**src/rtl/pulse_dec_2_4_v_pkg.sv**
```systemverilog
// Shared definitions for the pulse-stretching 2-to-4 decoder.
// Holds the FSM state encoding, the counter width and the one-hot mapping helper.
package pulse_dec_2_4_v_pkg;

  localparam int unsigned CNT_W   = 8;
  localparam int unsigned CNT_MAX = (1 << CNT_W) - 1;

  typedef enum logic [1:0] {
    ST_IDLE  = 2'd0,
    ST_PULSE = 2'd1,
    ST_GAP   = 2'd2
  } state_t;

  // Inverse of the 4-to-2 priority encoder: code n selects line n.
  function automatic logic [3:0] code_to_line(input logic [1:0] code);
    logic [3:0] line;
    line = '0;
    unique case (code)
      2'b00: line = 4'b0001;
      2'b01: line = 4'b0010;
      2'b10: line = 4'b0100;
      2'b11: line = 4'b1000;
      default: line = '0;
    endcase
    return line;
  endfunction

endpackage

```
**src/rtl/pulse_dec_2_4_v_dec.sv**
```systemverilog
// Combinational 2-to-4 one-hot decoder; the parent registers its output.
module dec_2_4_v
  import pulse_dec_2_4_v_pkg::*;
(
  input  logic [1:0] code,
  output logic [3:0] line
);

  always_comb begin
    line = code_to_line(code);
  end

endmodule

```
**src/rtl/pulse_dec_2_4_v.sv**
```systemverilog
// Decodes an accepted 2-bit code into a one-hot line held for PULSE_LEN cycles,
// followed by GAP_LEN enforced idle cycles. One FSM and one shared down-counter.
module pulse_dec_2_4_v
  import pulse_dec_2_4_v_pkg::*;
#(
  parameter int unsigned PULSE_LEN = 4,
  parameter int unsigned GAP_LEN   = 1
) (
  input  logic       i_clk,
  input  logic       i_rst,
  input  logic [1:0] i_code,
  input  logic       i_valid,
  output logic       o_ready,
  output logic [3:0] o_line,
  output logic       o_busy,
  output logic       o_done
);

  if (PULSE_LEN < 1 || PULSE_LEN > CNT_MAX) begin : g_bad_pulse_len
    $error("pulse_dec_2_4_v: PULSE_LEN must be in 1..255");
  end
  if (GAP_LEN > CNT_MAX) begin : g_bad_gap_len
    $error("pulse_dec_2_4_v: GAP_LEN must be in 0..255");
  end

  localparam logic [CNT_W-1:0] PULSE_LOAD = CNT_W'(PULSE_LEN - 1);
  localparam logic [CNT_W-1:0] GAP_LOAD   = CNT_W'((GAP_LEN == 0) ? 0 : GAP_LEN - 1);
  localparam logic [CNT_W-1:0] CNT_ONE    = CNT_W'(1);

  state_t           state;
  logic [CNT_W-1:0] cnt;
  logic [3:0]       dec_line;

  dec_2_4_v u_dec (
    .code (i_code),
    .line (dec_line)
  );

  // Ready/busy come straight from the state register, so i_valid never feeds o_ready.
  assign o_ready = (state == ST_IDLE);
  assign o_busy  = (state != ST_IDLE);

  always_ff @(posedge i_clk) begin
    if (i_rst) begin
      state  <= ST_IDLE;
      cnt    <= '0;
      o_line <= '0;
      o_done <= 1'b0;
    end else begin
      o_done <= 1'b0;
      unique case (state)
        ST_IDLE: begin
          if (i_valid) begin
            state  <= ST_PULSE;
            o_line <= dec_line;
            cnt    <= PULSE_LOAD;
          end
        end
        ST_PULSE: begin
          if (cnt == '0) begin
            o_line <= '0;
            o_done <= 1'b1;
            if (GAP_LEN > 0) begin
              state <= ST_GAP;
              cnt   <= GAP_LOAD;
            end else begin
              state <= ST_IDLE;
            end
          end else begin
            cnt <= cnt - CNT_ONE;
          end
        end
        ST_GAP: begin
          if (cnt == '0) begin
            state <= ST_IDLE;
          end else begin
            cnt <= cnt - CNT_ONE;
          end
        end
        default: begin
          state  <= ST_IDLE;
          cnt    <= '0;
          o_line <= '0;
        end
      endcase
    end
  end

endmodule

```
**config.mk**
```make
export PLATFORM = sky130hd
export DESIGN_NAME = pulse_dec_2_4_v
export DESIGN_NICKNAME = d
export VERILOG_FILES = /design/src/rtl/pulse_dec_2_4_v_pkg.sv /design/src/rtl/pulse_dec_2_4_v_dec.sv /design/src/rtl/pulse_dec_2_4_v.sv
export SDC_FILE = /design/constraint.sdc
export NUM_CORES = 1
export LEC_CHECK = 0
export ABC_AREA = 1
export CELL_PAD_IN_SITES_DETAIL_PLACEMENT = 0
export CELL_PAD_IN_SITES_GLOBAL_PLACEMENT = 1
export CORE_MARGIN = 1
export CORE_UTILIZATION = 42
export CTS_BUF_LIST = sky130_fd_sc_hd__clkbuf_4
export DETAILED_ROUTE_END_ITERATION = 7
export PLACE_DENSITY = 0.82
export REMOVE_ABC_BUFFERS = 1
export SYNTH_ARGS = -nofsm -noshare
export SYNTH_HDL_FRONTEND = slang
export SYNTH_HIERARCHICAL = 1
export SYNTH_SLANG_ARGS = --single-unit
```
**constraint.sdc**
```tcl
create_clock -name i_clk -period 3.5 [get_ports i_clk]
set_clock_uncertainty 0.15 [all_clocks]
set_input_delay 0.7 -clock i_clk [delete_from_list [all_inputs] [get_ports i_clk]]
set_output_delay 0.7 -clock i_clk [all_outputs]
set_load 0.05 [all_outputs]
```
Yosys cells after proc, flatten, opt, wreduce, memory -nomap -nowiden:

Cells that the tools add are included.

* register bits: 15
* bits in read-only memories: 0
* bits in writable memories: 0
* bits of input ports: 5
* logic and storage cells: 37
* output and inout bits: 7
* memories kept: 0
* bits in latches: 0

* multipliers: 0
* divide/modulo/power cells: 0
* reduce and logical (&&, ||, !) cells: 8
* bitwise operators: 2
* equality and inequality tests: 9
* shift operators: 0
* $add $sub $neg: 1
* multiplexer cells: 13
* $lt $le $gt $ge: 0

Operators by type and width (number)
* 8-bit 2-to-1 mux: 3
* 8-bit one-hot mux with 3 select lines: 1
* 4-bit one-hot mux with 4 select lines: 1
* 4-bit one-hot mux with 3 select lines: 1
* 8-bit zero test: 1
* 4-bit 2-to-1 mux: 2
* 2-bit != test (second input constant): 4
* 8-bit by 1-bit subtractor with 8-bit output (second input constant): 1
* 2-bit equality test (second input constant): 3
* 2-bit 2-to-1 mux: 3
* 2-bit one-hot mux with 3 select lines: 1
* 3-bit AND reduction: 2
* 2-bit by 1-bit equality test with 1-bit output (second input constant): 2
* 2-bit zero test: 2
* 1-bit inverter: 2
* 2-bit AND reduction: 1
* 2-bit nonzero test: 1
* 2-bit OR reduction: 1
* 1-bit 2-to-1 mux: 1

Longest topological paths before layout:

Gate-level depths: netlist (run 1).

* depth in word-level cells: 4
* mapped depth: 11
* depth with buffers taken out: 11

By module:

The synthesis (run 1) kept the hierarchy.

Modules (own cells, without submodules)
* pulse_dec_2_4_v: cells each 118, seq. area each 300.3 µm², instances 1, area an instance 834.6 µm²
* dec_2_4_v: cells each 7, seq. area each 0.0 µm², instances 1, area an instance 26.3 µm²

Least setup slack after synthesis (run 1):

No wires, ideal clock.

* path type: reg-to-output
* start point: reg state[0]
* end point: out o_busy
* cell stages (with the launch flop): 3
* slack: 1.766 ns
* arrival: 0.884 ns
* required time: 2.650 ns
* buffers on the path: 0
* path through: dfxtp_1 nor2_4 inv_4

* word-level cells in the longest chain between the ends: 1

RTL lines
* start: declaration: RTL line pulse_dec_2_4_v.sv:30 `state_t state;`
* start signal: assignment: RTL line pulse_dec_2_4_v.sv:45 `state <= ST_IDLE;`
* start signal: assignment: RTL line pulse_dec_2_4_v.sv:54 `state <= ST_PULSE;`
* start signal: assignment: RTL line pulse_dec_2_4_v.sv:64 `state <= ST_GAP;`
* 2-bit nonzero test: RTL line pulse_dec_2_4_v.sv:41 `assign o_busy = (state != ST_IDLE);`
* end: declaration: RTL line pulse_dec_2_4_v.sv:15 `output logic o_busy,`

No other way between the ends.

Worst setup path in the final report (run 1):

* start point: reg state[0]
* end point: out o_ready

* word-level cells in the longest chain between the ends: 1

RTL lines
* 2-bit zero test: RTL line pulse_dec_2_4_v.sv:40 `assign o_ready = (state == ST_IDLE);`
* end: declaration: RTL line pulse_dec_2_4_v.sv:13 `output logic o_ready,`

No other way between the ends.

==> results of run 1 <==
-- state kept, by name (all words and copies together), names as in the netlist --
register,count
cnt,8
o_line,4
state,2
o_done,1
-- cells in the mapped netlist --
master   instances
nand2_4          2
dfxtp_1         15
nand2_1         30
a21oi_1          3
inv_4            2
nor3_1           3
a31o_2           1
nand4_1          8
o21ai_1          1
inv_1           17
inv_2            3
ha_1             2
nor2_4           2
nand3_4          1
nand2_2          7
inv_8            1
nand3_1          6
nor2_2           6
nor2_1          15
-- power groups by stage --
stage / logic (mW) / clock network (mW) / registers, mW
detailed placement: 0.389 / 0 / 0.231
CTS: 0.393 / 0.112 / 0.227
finish: 0.392 / 0.108 / 0.227
floorplan: 0.294 / 0 / 0.243
global route: 0.435 / 0.121 / 0.232
global placement: 0.385 / 0 / 0.230
-- through the flow --
stage	power (mW)	utilization (%)	instance area (µm²)	std cells	worst slack, ps
after floorplan	0.537	-	861	125	1770
after global placement	0.615	51.7	1000	163	1280
after global routing	0.788	53.3	1030	167	886
after CTS	0.732	53.3	1030	167	949
after detailed placement	0.620	51.7	1000	163	1280
final	0.726	53.3	1030	167	966
-- critical path, stage by stage, from the launching register on --
cell             delay, ps
dfxtp_1                360
nor2_4                 210
clkdlybuf4s50_1        840
-- layer usage --
metal  GRT usage [%]  vias to the layer above
met2            28.2                       10
met1            22.8                      352
met4            7.43                        0
met3            4.62                        2
met5               0                        -
li1                -                      420
-- path summary, 6_finish.rpt --
| check | startpoint | endpoint | slack, ps | cells past startpoint |
|---|---|---|---|---|
| worst min-delay path | o_line[2] | o_line[2] | 300 | 2 |
| worst min register to register | o_line[2] | o_line[2] | 300 | 2 |
| worst max-delay path | state[0] | o_ready | 970 | 2 |
| worst max register to register | cnt[0] | o_line[0] | 1840 | 11 |
-- logic make-up (layout without fill, tap and decap cells) --
group	after synthesis	after routing	share of synthesized area [%]
simple gates	80	80	47.4
buf+inv	23	38	11.5
flops	15	15	34.9
compound gates	5	5	3.34
fa+ha+maj	2	2	2.91
-- area by class of cell --
type | instances | share of cell area (%)
tap | 27 | 3.26
timing repair buffer | 11 | 10.6
sequential | 15 | 29.0
multi-input combinational | 87 | 44.6
inverter | 23 | 9.55
clock buffer | 4 | 2.90
==> metrics.md, run 1 <==
| Metric | Value |
|---|---|
| PD cells | ~700 nW/µm² |
| Multi-input logic area | 462 µm² |
| Met2 Wirelength | roughly 860 µm |
| Vias in the first global route | around 660 |
| Ant. Diodes | 0 |
| Fin crit share | ~72% |
| RSZ-0062 raised after global routing | no |
| Fmax | ~400 MHz |
| Post-Synthesis Cells | around 130 |
| Total CTS buffers | 3 |
| Synthesized area | 861 µm² |
| Most common cell after layout, fill and taps aside | nand2_1 |
| Ys Warns | 6 |
| CP Max Fanout | 7 |
| First-pass GRT wire length | 2750 µm |
| Tmin final | 2530 ps |
| Final Hold Viols | 0 |
| Vias post-DR | approximately 800 |
| HP Class | flop to flop |
| Worst EP required | approximately 2700 ps |
| Worst setup SP type | flop |
| Post-DP HPWL | about 1300 µm |
| Max-capacitance violation count | 0 |
| Top layer in use | met4 |
| Switching portion of total power | between 40% and 50% |
| Max Root-Sink Buffers | 2 |
| Worst-margin pin slew | 498 ps |
| Clock transition at path regs | 90 ps |
| Routed Antenna Nets | 0 |
| Crit path kind | flop to primary output |
| Post-CTS Hold Buffers | 0 |
| Area Growth Syn to Fin | 20.2% |
| Max-slew headroom | between 60 and 70% |
| P_int | around 0.39 mW |
| Largest net degree at the start of global routing | 10 |
| Logic pwr share | a little over half |
| FP Rows | 16 |
| Metal-1 WL | 809 µm |
| Drt first pass iters | 4 |
| Die Wd | between 40 and 50 µm |
| Vias per inst | about 4.7 |
| Layout cells sized above 1 | 20.7% |
| H-tree lvl count | 1 |
| DRT Wirelength | roughly 1700 µm |
| Leakage | between 0.5 and 0.6 nW |
| Final setup vio count | 0 |
| Post-layout net count | 148 |
| Commonest non-fill, non-tap cells in the layout | nand2_1 (30), inv_1 (17), nor2_1 (15), dfxtp_1 (15), clkdlybuf4s50_1 (11) |
| Seq/Total Area, Yosys | around a third |
| DRT iter0 DRCs | 15 |
| Avg WL per Cell | between 10 and 15 µm |
| DRC | 0 |
| Main area contributors after synthesis | dfxtp_1 (35%), nand2_1 (13%), inv_1 (7.4%) |
| Total congestion overflow | 0 |
| RePlAce Congestion | between 0.8 and 0.9 |
| Met3 WL | 38 µm |
| CP endpoint kind | primary output |
| Crit path arrival time | between 1500 and 2000 ps |
| Later-pin clock latency in the skew report | 270 ps |
| Initial antenna violation count | 0 |
| Netlist cell types | 19 |
| Maximum vdd ir drop | between 0.0003 and 0.0004 V |
| Clk sinks | 15 |
| Avg Cell Area, Syn | 6.89 µm² |
| Outcome | complete, no violations |
| CTS tree | yes |
| # IOs | 12 |
| Seq pwr share | 31.2% |
| # fillers | approximately 230 |
| Slew Limit Fails | 0 |
| Tot GR Track Use | 17.8% |
| Setup Fix Bufs, Post-CTS | 0 |
| Die Y | roughly 47 µm |
| Total die area | about 2200 µm² |
| Area leader, netlist | dfxtp_1 |
| Seq cells post-synth | 15 |
| Clock share of power | between 10 and 15% |
| Setup_tns | 0 ps |
| Hold Slack | just under 300 ps |
| Reg area | about 300 µm² |
| Core area | between 1500 and 2000 µm² |
| CTS root buffer | clkbuf_4 |
| CTS resizes | 0 |
| Input/output buffers | 11 |
| Synth top area share | roughly a third |
| Starting Density | 44.3% |
| Psw | 0.340 mW |
(Power assumes the default switching activity.)
==> run 2, diff against run 1 <==
- CORE_UTILIZATION: 42 -> 39
- PLACE_DENSITY: 0.82 -> 0.77
- clock period: 3.5 -> 2.61 ns (I/O delays scaled with it)
==> run 2 against run 1 <==
  * Routed wire length fell by 6.0%
  * Non-clock buffer count did not move
  * Hold slack improved by 4.8 ps
  * Utilization fell by 2.2 points
  * Global-route usage fell by 2.3 points
  * Critical endpoint unchanged
  * First-iteration DRC count fell by 33%
  * Count of clock-buffer cells in the layout fell by 1
  * Combinational power rose by 33%
  * Critical path depth did not move
==> metrics.md, run 2 (synthesis gave the netlist of run 1 again) <==
| Metric | Value |
|---|---|
| Outcome | complete, no violations |
| Starting Density | 42.6% |
| Worst EP required | just under 2000 ps |
| CTS resizes | 0 |
| Die Y | roughly 49 µm |
| First-pass GRT wire length | between 2000 and 3000 µm |
| Max-slew headroom | approximately two thirds |
| Clock transition at path regs | 90 ps |
| Commonest non-fill, non-tap cells in the layout | nand2_1 (30), inv_1 (17), nor2_1 (15), dfxtp_1 (15), clkdlybuf4s50_1 (11) |
| Largest regs | cnt (8), o_line (4), state (2) |
| Input/output buffers | 11 |
| FP Rows | 16 |
| PD cells | roughly 930 nW/µm² |
| Initial antenna violation count | 0 |
| Clock share of power | 14.1% |
| DRC | 0 |
| Vias per inst | ~4.6 |
| CTS tree | yes |
| HP Class | flop to flop |
| Psw | around 0.45 mW |
| Largest net degree at the start of global routing | 10 |
| Post-DP HPWL | 1280 µm |
| P_int | between 0.5 and 0.6 mW |
| Leakage | about 0.5 nW |
| Drt first pass iters | 4 |
| CP Max Fanout | 7 |
| Post-Layout Cell Count | around 170 |
| Critical Path Start | state[0] |
| Slew Limit Fails | 0 |
| Setup_tns | 0 ps |
| Vias in the first global route | ~650 |
| # IOs | 12 |
| Max reg flops | 8 |
| Crit path kind | flop to primary output |
| Layout cells sized above 1 | between 20% and 30% |
| WP buf/inv | 1 |
| Max-capacitance violation count | 0 |
| Maximum vdd ir drop | 0.000431 V |
| Tmin final | around 2400 ps |
| RSZ-0062 raised after global routing | no |
| Fmax | about 420 MHz |
| Final Hold Viols | 0 |
| Slowest stage cell, crit path | clkdlybuf4s50_1 |
| R2r startpoint | cnt[0] |
| Clk sinks | 15 |
| Routed Antenna Nets | 0 |
| Worst-margin pin slew | between 500 and 600 ps |
| Hold path start | o_line[2] |
| Fin crit share | 90.6% |
| CP delay by family, top | buffers and inverters |
| Avg WL per Cell | 9.69 µm |
| DRT Wirelength | approximately 1600 µm |
| Area Growth Syn to Fin | 19.9% |
| Crit path arrival time | ~1700 ps |
| CP endpoint kind | primary output |
| Post-CTS Hold Buffers | 0 |
| Post-layout net count | approximately 150 |
| Core area | 2020 µm² |
| Top reg by flops | cnt |
| Later-pin clock latency in the skew report | slightly below 300 ps |
| Total CTS buffers | 3 |
| Die Wd | 49.0 µm |
| Max Root-Sink Buffers | 2 |
| Worst path max stage delay | about 840 ps |
| Hold Slack | between 300 and 400 ps |
| Final setup vio count | 0 |
| Total die area | ~2400 µm² |
| Setup Fix Bufs, Post-CTS | 0 |
| Ant. Diodes | 0 |
| Worst setup SP type | flop |
| Crit path cell chain | nor2_4, clkdlybuf4s50_1 |
| Total congestion overflow | 0 |
| Vias post-DR | ~770 |
| DRT iter0 DRCs | 10 |
| Switching portion of total power | a little under half |
| Tot GR Track Use | 15.5% |
| Seq pwr share | 31.7% |
| Most common cell after layout, fill and taps aside | nand2_1 |
| RePlAce Congestion | slightly above 0.8 |
| H-tree lvl count | 1 |
| CTS root buffer | clkbuf_4 |
| Logic pwr share | a little over half |
| Placed cells | around 160 |
## run 2: changes by cell type in the layout (fill, tap and decap cells not counted), sizes merged
cell | before | now
clkinv | 0 | 1
clkbuf | 4 | 3
## run 2: layer usage
metal	GRT usage [%]	vias up	wire length, µm
met2	25.5	10	800
li1	-	417	-
met4	5.88	0	15
met5	0	-	0
met1	18.3	336	741
met3	5.61	2	62
## run 2: final timing paths
| kind | to | slack [ps] | cells after the start |
|---|---|---|---|
| max | o_ready | 250 | 2 |
| min | o_line[2] | 300 | 2 |
| max reg2reg | o_line[3] | 960 | 11 |
| min reg2reg | o_line[2] | 300 | 2 |
## run 2: power groups by stage
stage | Clock (mW) | Combinational, mW | Sequential (mW)
after floorplan | 0 | 0.395 | 0.326
after global placement | 0 | 0.520 | 0.308
after detailed placement | 0 | 0.523 | 0.309
after CTS | 0.143 | 0.526 | 0.304
after global routing | 0.157 | 0.578 | 0.311
final | 0.135 | 0.520 | 0.304
## run 2: through the flow
| step | utilization [%] | power [mW] | cell area [µm²] | worst slack, ps |
|---|---|---|---|---|
| 6_report | 51.1 | 0.959 | 1030 | 246 |
| 5_1_grt | 51.1 | 1.05 | 1030 | 157 |
| 3_3_place_gp | 49.7 | 0.828 | 1000 | 564 |
| 4_1_cts | 51.1 | 0.974 | 1030 | 217 |
| 3_5_place_dp | 49.7 | 0.832 | 1000 | 558 |
| 2_1_floorplan | - | 0.720 | 861 | 983 |
## run 2: worst reg2reg max path, stage by stage (launching register included)
cell and delay (ps):
dfxtp_1 340, inv_1 130, ha_1 190, inv_1 50, nor2_1 100, nand2_1 160
nand2_2 140, nand3_4 70, nand2_4 90, inv_8 50, nand2_1 50, nand2_1 40
## run 2: final cells by class
cell class	instances	area, µm²
clock inverter	1	5.00
tap	27	33.8
sequential	15	300
fill	214	990
timing repair buffer	11	110
multi-input combinational	87	462
clock buffer	3	22.5
inverter	23	98.8
==> run 3, diff against run 2 <==
- SLEW_MARGIN: default -> 20
==> results of run 3 <==
The final DEF is identical to that of run 2; final timing and power are the same.
